===== config.mk =====
export PLATFORM = sky130hd
export DESIGN_NAME = sys_array_matrix_loader
export DESIGN_NICKNAME = d
export VERILOG_FILES = /design/src/rtl/sys_array_matrix_loader_pkg.sv /design/src/rtl/sys_array_matrix_loader_row_col_counter.sv /design/src/rtl/sys_array_matrix_loader.sv
export SDC_FILE = /design/constraint.sdc
export NUM_CORES = 1
export LEC_CHECK = 0
export CAP_MARGIN = 0
export CORE_MARGIN = 1
export CORE_UTILIZATION = 60
export CTS_CLUSTER_SIZE = 25
export DETAILED_ROUTE_END_ITERATION = 8
export DONT_BUFFER_PORTS = 1
export PLACE_DENSITY = 0.88
export SYNTH_ARGS = -nofsm -noshare
export SYNTH_HDL_FRONTEND = slang
export SYNTH_SLANG_ARGS = --single-unit

===== constraint.sdc =====
create_clock -name clk -period 3.9 [get_ports clk]
set_clock_uncertainty 0.1 [all_clocks]
set_input_delay 0.975 -clock clk [delete_from_list [all_inputs] [get_ports clk]]
set_output_delay 0.975 -clock clk [all_outputs]
set_load 0.01 [all_outputs]

===== src/rtl/sys_array_matrix_loader_pkg.sv =====
// ============================================================================
// Module  : sys_array_matrix_loader_pkg
// Brief   : Shared loader state encoding and counter sizing helper.
// Revision: 1.0
// ============================================================================
`default_nettype none

package sys_array_matrix_loader_pkg;

    typedef enum logic [1:0] {
        LOAD_A    = 2'd0,
        LOAD_B    = 2'd1,
        START     = 2'd2,
        WAIT_DONE = 2'd3
    } loader_state_t;

    // Counters carry one spare bit above the largest dimension index.
    function automatic int cnt_width(input int rows, input int cols);
        return $clog2((rows > cols) ? rows : cols) + 1;
    endfunction

endpackage

`default_nettype wire


===== src/rtl/sys_array_matrix_loader_row_col_counter.sv =====
// ============================================================================
// Module  : matrix_row_col_counter
// Brief   : Row-major element position counter with wrap flag on last element.
// Revision: 1.0
// ============================================================================
`default_nettype none

module matrix_row_col_counter
    import sys_array_matrix_loader_pkg::*;
#(
    parameter int ROWS = 5,
    parameter int COLS = 2,
    parameter int CW   = cnt_width(ROWS, COLS)
) (
    input  logic          clk,
    input  logic          reset_n,
    input  logic          inc,
    input  logic          clr,
    output logic [CW-1:0] row,
    output logic [CW-1:0] col,
    output logic          wrap
);

    localparam logic [CW-1:0] C_LAST_ROW = CW'(ROWS - 1);
    localparam logic [CW-1:0] C_LAST_COL = CW'(COLS - 1);

    logic [CW-1:0] r_row;
    logic [CW-1:0] r_col;

    // Clear wins over increment so an errored element restarts the frame.
    always_ff @(posedge clk or negedge reset_n) begin
        if (!reset_n) begin
            r_row <= '0;
            r_col <= '0;
        end else if (clr) begin
            r_row <= '0;
            r_col <= '0;
        end else if (inc) begin
            if (r_col == C_LAST_COL) begin
                r_col <= '0;
                r_row <= (r_row == C_LAST_ROW) ? '0 : r_row + CW'(1);
            end else begin
                r_col <= r_col + CW'(1);
            end
        end
    end

    assign row  = r_row;
    assign col  = r_col;
    assign wrap = (r_row == C_LAST_ROW) && (r_col == C_LAST_COL);

endmodule

`default_nettype wire


===== src/rtl/sys_array_matrix_loader.sv =====
// ============================================================================
// Module  : sys_array_matrix_loader
// Brief   : Fills operand arrays A then B from a valid/ready stream and runs
//           the start/complete handshake with the systolic fetcher.
// Revision: 1.0
// ============================================================================
`default_nettype none

module sys_array_matrix_loader
    import sys_array_matrix_loader_pkg::*;
#(
    parameter int DATA_WIDTH = 8,
    parameter int ARRAY_A_W  = 5,
    parameter int ARRAY_A_L  = 2,
    parameter int ARRAY_W_W  = 2,
    parameter int ARRAY_W_L  = 5
) (
    input  logic                         clk,
    input  logic                         reset_n,
    input  logic                         in_valid,
    input  logic signed [DATA_WIDTH-1:0] in_data,
    input  logic                         in_last,
    output logic                         in_ready,
    input  logic                         comp_ready,
    output logic signed [DATA_WIDTH-1:0] input_data [0:ARRAY_A_W-1][0:ARRAY_A_L-1],
    output logic signed [DATA_WIDTH-1:0] weights    [0:ARRAY_W_W-1][0:ARRAY_W_L-1],
    output logic                         start_comp,
    output logic                         busy,
    output logic                         frame_err,
    output logic                         done
);

    localparam int A_CW = cnt_width(ARRAY_A_W, ARRAY_A_L);
    localparam int B_CW = cnt_width(ARRAY_W_W, ARRAY_W_L);

    loader_state_t r_state;
    loader_state_t w_next_state;

    logic r_in_ready;
    logic r_start_comp;
    logic r_busy;
    logic r_frame_err;
    logic r_done;
    logic r_comp_prev;

    logic w_ready_nxt;
    logic w_start_nxt;
    logic w_busy_nxt;
    logic w_err_nxt;
    logic w_done_nxt;
    logic w_frame_err;

    logic w_accept;
    logic w_a_inc;
    logic w_b_inc;
    logic w_a_wrap;
    logic w_b_wrap;
    logic [A_CW-1:0] w_a_row;
    logic [A_CW-1:0] w_a_col;
    logic [B_CW-1:0] w_b_row;
    logic [B_CW-1:0] w_b_col;

    logic w_a_sel [ARRAY_A_W][ARRAY_A_L];
    logic w_b_sel [ARRAY_W_W][ARRAY_W_L];

    assign w_accept = in_valid && r_in_ready;
    assign w_a_inc  = w_accept && (r_state == LOAD_A);
    assign w_b_inc  = w_accept && (r_state == LOAD_B);

    matrix_row_col_counter #(
        .ROWS (ARRAY_A_W),
        .COLS (ARRAY_A_L),
        .CW   (A_CW)
    ) u_cnt_a (
        .clk     (clk),
        .reset_n (reset_n),
        .inc     (w_a_inc),
        .clr     (w_frame_err),
        .row     (w_a_row),
        .col     (w_a_col),
        .wrap    (w_a_wrap)
    );

    matrix_row_col_counter #(
        .ROWS (ARRAY_W_W),
        .COLS (ARRAY_W_L),
        .CW   (B_CW)
    ) u_cnt_b (
        .clk     (clk),
        .reset_n (reset_n),
        .inc     (w_b_inc),
        .clr     (w_frame_err),
        .row     (w_b_row),
        .col     (w_b_col),
        .wrap    (w_b_wrap)
    );

    generate
        for (genvar gi = 0; gi < ARRAY_A_W; gi++) begin : g_a_row
            for (genvar gj = 0; gj < ARRAY_A_L; gj++) begin : g_a_col
                assign w_a_sel[gi][gj] = (w_a_row == A_CW'(gi)) && (w_a_col == A_CW'(gj));
            end
        end
        for (genvar gi = 0; gi < ARRAY_W_W; gi++) begin : g_b_row
            for (genvar gj = 0; gj < ARRAY_W_L; gj++) begin : g_b_col
                assign w_b_sel[gi][gj] = (w_b_row == B_CW'(gi)) && (w_b_col == B_CW'(gj));
            end
        end
    endgenerate

    always_ff @(posedge clk or negedge reset_n) begin
        if (!reset_n) begin
            r_state      <= LOAD_A;
            r_in_ready   <= 1'b0;
            r_start_comp <= 1'b0;
            r_busy       <= 1'b0;
            r_frame_err  <= 1'b0;
            r_done       <= 1'b0;
            r_comp_prev  <= 1'b0;
        end else begin
            r_state      <= w_next_state;
            r_in_ready   <= w_ready_nxt;
            r_start_comp <= w_start_nxt;
            r_busy       <= w_busy_nxt;
            r_frame_err  <= w_err_nxt;
            r_done       <= w_done_nxt;
            r_comp_prev  <= comp_ready;
        end
    end

    // Outputs are registered: the decode below selects next-cycle values.
    always_comb begin
        w_next_state = r_state;
        w_ready_nxt  = 1'b0;
        w_start_nxt  = 1'b0;
        w_busy_nxt   = 1'b0;
        w_err_nxt    = 1'b0;
        w_done_nxt   = 1'b0;
        w_frame_err  = 1'b0;
        case (r_state)
            LOAD_A: begin
                w_ready_nxt = 1'b1;
                if (w_accept) begin
                    if (in_last) begin
                        w_frame_err = 1'b1;
                    end else if (w_a_wrap) begin
                        w_next_state = LOAD_B;
                    end
                end
            end
            LOAD_B: begin
                w_ready_nxt = 1'b1;
                if (w_accept) begin
                    if (in_last && w_b_wrap) begin
                        w_next_state = START;
                        w_ready_nxt  = 1'b0;
                        w_start_nxt  = 1'b1;
                        w_busy_nxt   = 1'b1;
                    end else if (in_last || w_b_wrap) begin
                        w_frame_err = 1'b1;
                    end
                end
            end
            START: begin
                w_next_state = WAIT_DONE;
                w_busy_nxt   = 1'b1;
            end
            WAIT_DONE: begin
                w_busy_nxt = 1'b1;
                // Only a fresh rising edge counts; a level left high is ignored.
                if (comp_ready && !r_comp_prev) begin
                    w_next_state = LOAD_A;
                    w_busy_nxt   = 1'b0;
                    w_done_nxt   = 1'b1;
                    w_ready_nxt  = 1'b1;
                end
            end
            default: begin
                w_next_state = LOAD_A;
            end
        endcase
        if (w_frame_err) begin
            w_next_state = LOAD_A;
            w_err_nxt    = 1'b1;
        end
    end

    // Arrays are only written while loading, so they stay frozen for the fetcher.
    always_ff @(posedge clk or negedge reset_n) begin
        if (!reset_n) begin
            for (int i = 0; i < ARRAY_A_W; i++) begin
                for (int j = 0; j < ARRAY_A_L; j++) begin
                    input_data[i][j] <= '0;
                end
            end
        end else if (w_a_inc) begin
            for (int i = 0; i < ARRAY_A_W; i++) begin
                for (int j = 0; j < ARRAY_A_L; j++) begin
                    if (w_a_sel[i][j]) begin
                        input_data[i][j] <= in_data;
                    end
                end
            end
        end
    end

    always_ff @(posedge clk or negedge reset_n) begin
        if (!reset_n) begin
            for (int i = 0; i < ARRAY_W_W; i++) begin
                for (int j = 0; j < ARRAY_W_L; j++) begin
                    weights[i][j] <= '0;
                end
            end
        end else if (w_b_inc) begin
            for (int i = 0; i < ARRAY_W_W; i++) begin
                for (int j = 0; j < ARRAY_W_L; j++) begin
                    if (w_b_sel[i][j]) begin
                        weights[i][j] <= in_data;
                    end
                end
            end
        end
    end

    assign in_ready   = r_in_ready;
    assign start_comp = r_start_comp;
    assign busy       = r_busy;
    assign frame_err  = r_frame_err;
    assign done       = r_done;

endmodule

`default_nettype wire


== After elaboration in Yosys (flattened, before gate mapping) ==
Index checks and enable logic that the tools add are counted.
Storage, ports and cells
  bits in registers: 184
  bits of input ports: 13
  output and inout bits: 165
  word-level logic and storage cells: 152
Operators by class
  add/sub/neg operators: 4
  eq/ne operators: 19
  mux-type cells: 39
  reduce and logical (&&, ||, !) cells: 59
Operator list (count)
  4-bit 2-to-1 mux: 14
  2-bit AND reduction: 22
  1-bit logical AND: 25
  4-bit by 1-bit adder with 4-bit output, second input constant: 4
  4-bit by 1-bit == test with 1-bit output, second input constant: 4
  4-bit by 2-bit == test with 1-bit output, second input constant: 4
  4-bit logical NOT: 4
  1-bit 2-to-1 mux: 14
  2-bit 2-to-1 mux: 7
  3-bit by 2-bit inequality test with 1-bit output, second input constant: 4
  4-bit by 3-bit == test with 1-bit output, second input constant: 2
  2-bit one-hot mux with 4 select lines: 1
  2-bit nonzero test: 4
  3-bit by 1-bit inequality test with 1-bit output, second input constant: 2
  1-bit one-hot mux with 3 select lines: 2
  6-bit AND reduction: 1
  2-bit == test, second input constant: 2
  2-bit by 1-bit == test with 1-bit output, second input constant: 1
  2-bit logical NOT: 1
  1-bit one-hot mux with 2 select lines: 1
  1-bit logical NOT: 1
  1-bit logical OR: 1

== Logic depth before layout (Yosys ltp) ==
  word-level depth: 9
  mapped depth: 10
  depth with buffers taken out: 9

== By module ==
Synthesis repeated with hierarchy kept, for this count alone.
Second synthesis, totals
  cells, all modules: 509
  area, all modules: 7567.3 µm²
Modules (own cells, without submodules)
  sys_array_matrix_loader: times used 1, cells an instance 416, area an instance 6630.1 µm², seq. area each 4204.0 µm²
  matrix_row_col_counter at u_cnt_a: times used 1, cells an instance 48, area an instance 483.0 µm², seq. area each 200.2 µm²
  matrix_row_col_counter at u_cnt_b: times used 1, cells an instance 45, area an instance 454.2 µm², seq. area each 200.2 µm²

== Least setup slack after synthesis ==
No wires, ideal clock.
  path kind: in2reg
  start: in in_valid
  end: reg weights[48] in the netlist's numbering
  setup time: 125 ps
  arrival time: 2151 ps
  data required time: 3675 ps
  slack: 1524 ps
  stages on the path: 7
  path buffers: 3
  cell sequence: buf_6 -> and3_1 -> buf_4 -> and3_4 -> buf_8 -> nand3_4 -> mux2_4
On the way
  word-level cells in the longest chain between the ends: 3
Ends and longest elaborated chain
  start: declaration: RTL line sys_array_matrix_loader.sv:20  | input logic in_valid,
  1-bit logical AND: RTL line sys_array_matrix_loader.sv:66  | assign w_accept = in_valid && r_in_ready;
  1-bit logical AND: RTL line sys_array_matrix_loader.sv:68  | assign w_b_inc = w_accept && (r_state == LOAD_B);
  2-bit AND reduction (no source line)
  end signal: indexed assignment: RTL line sys_array_matrix_loader.sv:218  | weights[i][j] <= in_data;
  end: declaration: RTL line sys_array_matrix_loader.sv:26  | output logic signed [DATA_WIDTH-1:0] weights [0:ARRAY_W_W-1][0:ARRAY_W_L-1],
Every way passes these cells.
A chain may end at the register's enable or synchronous reset.

== Final worst setup path ==
  start: reg u_cnt_b.r_col[0] (netlist: u_cnt_b.col[0])
  end: reg u_cnt_a.r_col[1] (netlist: u_cnt_a.col[1])
On the way
  word-level cells in the longest chain between the ends: 8
Ends and longest elaborated chain
  start: declaration: RTL line sys_array_matrix_loader_row_col_counter.sv:28  | logic [CW-1:0] r_col;
  start signal: assignment: RTL line sys_array_matrix_loader_row_col_counter.sv:43  | r_col <= r_col + CW'(1);
  4-bit by 3-bit == test with 1-bit output *: RTL line sys_array_matrix_loader_row_col_counter.sv:50  | assign wrap = (r_row == C_LAST_ROW) && (r_col == C_LAST_COL);
  1-bit logical AND *: RTL line sys_array_matrix_loader_row_col_counter.sv:50
  1-bit logical OR: RTL line sys_array_matrix_loader.sv:159  | end else if (in_last || w_b_wrap) begin
  1-bit 2-to-1 mux: RTL line sys_array_matrix_loader.sv:159
  1-bit 2-to-1 mux *: RTL line sys_array_matrix_loader.sv:154  | if (in_last && w_b_wrap) begin
  1-bit 2-to-1 mux *: RTL line sys_array_matrix_loader.sv:153  | if (w_accept) begin
  1-bit one-hot mux with 2 select lines *: RTL line sys_array_matrix_loader.sv:140  | case (r_state)
  4-bit 2-to-1 mux / 2-bit nonzero test (equally long branches)
  end signal: assignment: RTL line sys_array_matrix_loader_row_col_counter.sv:43
  end: declaration: RTL line sys_array_matrix_loader_row_col_counter.sv:28
Every way passes the cells marked *; elsewhere a longest branch is shown, timed or not.

==> results.py <==
metrics = {
    "sta": {
        "grt_setup_unrepaired": "false",
        "min_period_ns": 2.67,
        "tns_ns": 0,
        "drv_slew": 0,
        "hold_viol_final": 0,
        "finalCritPeriodShare": 0.685,
        "fmax_mhz": 374,
        "worst_pin_slew_ns": 0.493,
        "slew-limit-headroom": 0.671,
        "final-setup-viol-count": 0,
    },
    "routing": {
        "drt_first_pass_iters": 4,
        "routedWlPerCell_um": 25.1,
        "final_antenna_net_count": 0,
        "highest_layer": "met4",
        "wl_met2_um": 9030,
        "dr_total_vias": 4425,
        "wl_met1_um": 6960,
        "routed_via_density": 6.22,
        "drc_errors": 0,
        "wl_um": 17900,
        "wl_met3_um": 1490,
        "drt_iter0_markers": 394,
    },
    "floorplan": {
        "row_count": 41,
        "die_w_um": 117,
        "dieArea_um2": 13800,
        "die_h_um": 117,
        "core_area_um2": 12800,
        "start_util": 0.624,
        "ios": 178,
    },
    "job": {
        "drv_cap": 0,
    },
    "logic_synthesis": {
        "yosys_warnings": 0,
        "syn-num-nets": 567,
        "syn_inst": 535,
        "syn_avg_cell_area_um2": 14.9,
        "synth-main-ff-cell": "dfrtp_1",
        "seq_area_frac_synth": 0.576,
        "synth_edf_count": 0,
        "synth.top_cell.area_share": 0.576,
        "synth.most_common_cell": "dfrtp_1",
        "synth_area_leader_cell": "dfrtp_1",
        "synthArstFlopShare": 1.00,
        "synth-seq-cells": 184,
        "yosys-top-cells-area": "dfrtp_1 (58%), mux2_2 (15%), mux2_4 (9.0%)",
        "ys_types": 50,
        "netlist_area_um2": 8000,
        "synth_common_cells": "dfrtp_1 (184), mux2_2 (110), mux2_4 (48), ha_1 (19)",
    },
    "global_routing": {
        "grt_usage": 0.273,
        "antenna_found_initial": 0,
        "grt_max_degree": 185,
        "grt-ovfl-total": 0,
        "grt_pass1_vias": 4775,
        "grt_pass1_wl_um": 28400,
    },
    "setup_path": {
        "cp_max_fo": 15,
        "worst-setup-path-type": "flip-flop to flip-flop",
        "reg2reg_depth": 9,
        "crit_arrival_ns": 2.90,
        "r2r_end": "u_cnt_a.col[1]",
        "rr_startpoint": "u_cnt_b.col[0]",
        "cp-end-kind": "flip-flop",
        "worstPathRequired_ns": 4.13,
        "worstSetupStartpointType": "flip-flop",
        "ff2ff_setup_slack_ns": 1.23,
    },
    "power_and_ir_drop": {
        "p_int_mw": 3.84,
        "power_frac_seq": 0.516,
        "p_leak_nw": 4.33,
        "power_density_nw_per_um2": 658,
        "sw_frac_of_total": 0.322,
        "clkPwrFrac": 0.301,
        "ir_drop_mv": 0.364,
        "power.net_switching_mw": 1.83,
        "p_comb_frac": 0.183,
    },
    "final_layout": {
        "fin_area_um2": 8610,
        "antenna_cells": 0,
        "drive_above_1_share": 0.397,
        "nFillCells": 841,
        "seq_area_um2": 4600,
        "syn2layout_area_growth_pct": 7.71,
        "post-route-util": 0.672,
        "nNetsFinal": 558,
        "multiInputGateArea_um2": 3150,
        "final_cells": 711,
    },
    "place": {
        "port_buffers": 0,
        "dp_cells": 679,
        "placed_cell_area_um2": 8030,
        "dp_hpwl_um": 11800,
        "place_congestion": 0.946,
    },
    "clock_network": {
        "root_buffer": "clkbuf_16",
        "clk_pin_slew_ns": 0.07,
        "cts_sinks": 184,
        "post-cts-setup-buffers": 0,
        "post_cts_resize_count": 0,
        "clk-insertion-delay-late_ns": 0.43,
        "numCtsBuffers": 17,
        "cts_max_level": 4,
        "cts_tree": "built",
        "cts_buffer_depth": 2,
        "cts.hold.buffers_added": 0,
    },
    "run_status": {
        "status": "complete, no violations",
    },
    "hold_path": {
        "hold_path_class": "input port to async pin",
    },
}
[layer usage]
metal  track usage  vias to the layer above
met3         0.101                       35
met4        0.0946                        0
li1              -                     1858
met5             0                        -
met2         0.462                      199
met1         0.318                     2333
[power by group through the flow]
stage                     clock network, mW  registers [mW]  logic (mW)
after floorplan                           0            2.80       0.922
after global placement                    0            2.92       0.936
after detailed placement                  0            2.95        1.02
after CTS                              1.72            2.93        1.03
after global routing                   1.80            2.97        1.13
final                                  1.71            2.93        1.03
[logic make-up after synthesis]
logic type                 after synthesis  synth area share
xor gates and xnor gates                 2           0.00219
AOI/OAI and AO/OA                       27            0.0208
muxes                                  163             0.252
DFF                                    184             0.576
and+or+nand+nor                         97            0.0898
adders and majority gates               19            0.0297
buffers and inverters                   43            0.0302
[critical path: stages, from the launching register on]
cell and delay (ns):
dfrtp_1 0.43, inv_1 0.12, ha_1 0.36, nand3b_2 0.22, nor2_1 0.15, ha_1 0.24
nand2_1 0.08, a21o_1 0.25, inv_1 0.27, o32ai_1 0.35
[metrics by stage]
stage          power (mW)  hold WS [ns]  worst slack [ns]
3_5_place_dp         3.97         0.466              1.25
2_1_floorplan        3.72         0.415              1.52
4_1_cts              5.68         0.115              1.24
5_1_grt              5.91         0.109             0.981
6_report             5.67         0.128              1.23
3_3_place_gp         3.85         0.444              1.45
[flip-flops by register name, indices dropped and copies added (netlist names)]
register and cells:
u_cnt_b.col 4, busy 1, u_cnt_a.col 4, done 1, u_cnt_b.row 4, start_comp 1
frame_err 1, r_state 2, weights 80, input_data 80, r_comp_prev 1, in_ready 1
u_cnt_a.row 4
[cells in the final DEF (no fill, tap or decap), types with 2 or more instances in the layout]
cell type and n:
a211oi_1 2, and3b_1 2, nand2b_1 2, and2_1 2, a21oi_1 11, nand3_2 2, clkinvlp_4 4, nor2_1 15
mux2_2 110, inv_1 15, dfrtp_1 184, nand3_4 9, nor2_4 5, nand4_1 5, inv_8 3, and3_1 10
or3_1 2, nor2_8 2, inv_6 3, nand3b_1 3, mux2i_1 3, clkbuf_16 17, nand3_1 13, ha_1 19
clkbuf_8 2, o21ai_0 5, mux2_4 48, o211ai_1 2, mux2_1 2, or3b_2 2, nand2_1 15
[worst max-delay path by stage]
| stage | to | start |
|---|---|---|
| detailed placement | u_cnt_a.col[1] | u_cnt_b.col[0] |
| CTS | u_cnt_a.col[1] | u_cnt_b.col[0] |
| global placement | u_cnt_a.col[1] | u_cnt_b.col[0] |
| finish | u_cnt_a.col[1] | u_cnt_b.col[0] |
| floorplan | weights[48] | in_valid |
| global route | u_cnt_a.col[1] | u_cnt_b.col[0] |
[layout make-up]
cell class,count,share of cell area
flip-flops and latches,184,0.534
inverters,15,0.00654
well taps,172,0.0250
clock inverters,13,0.0155
clock buffers,19,0.0526
multi-input cells,308,0.366
Note: power is estimated with default switching activity, not from simulation.
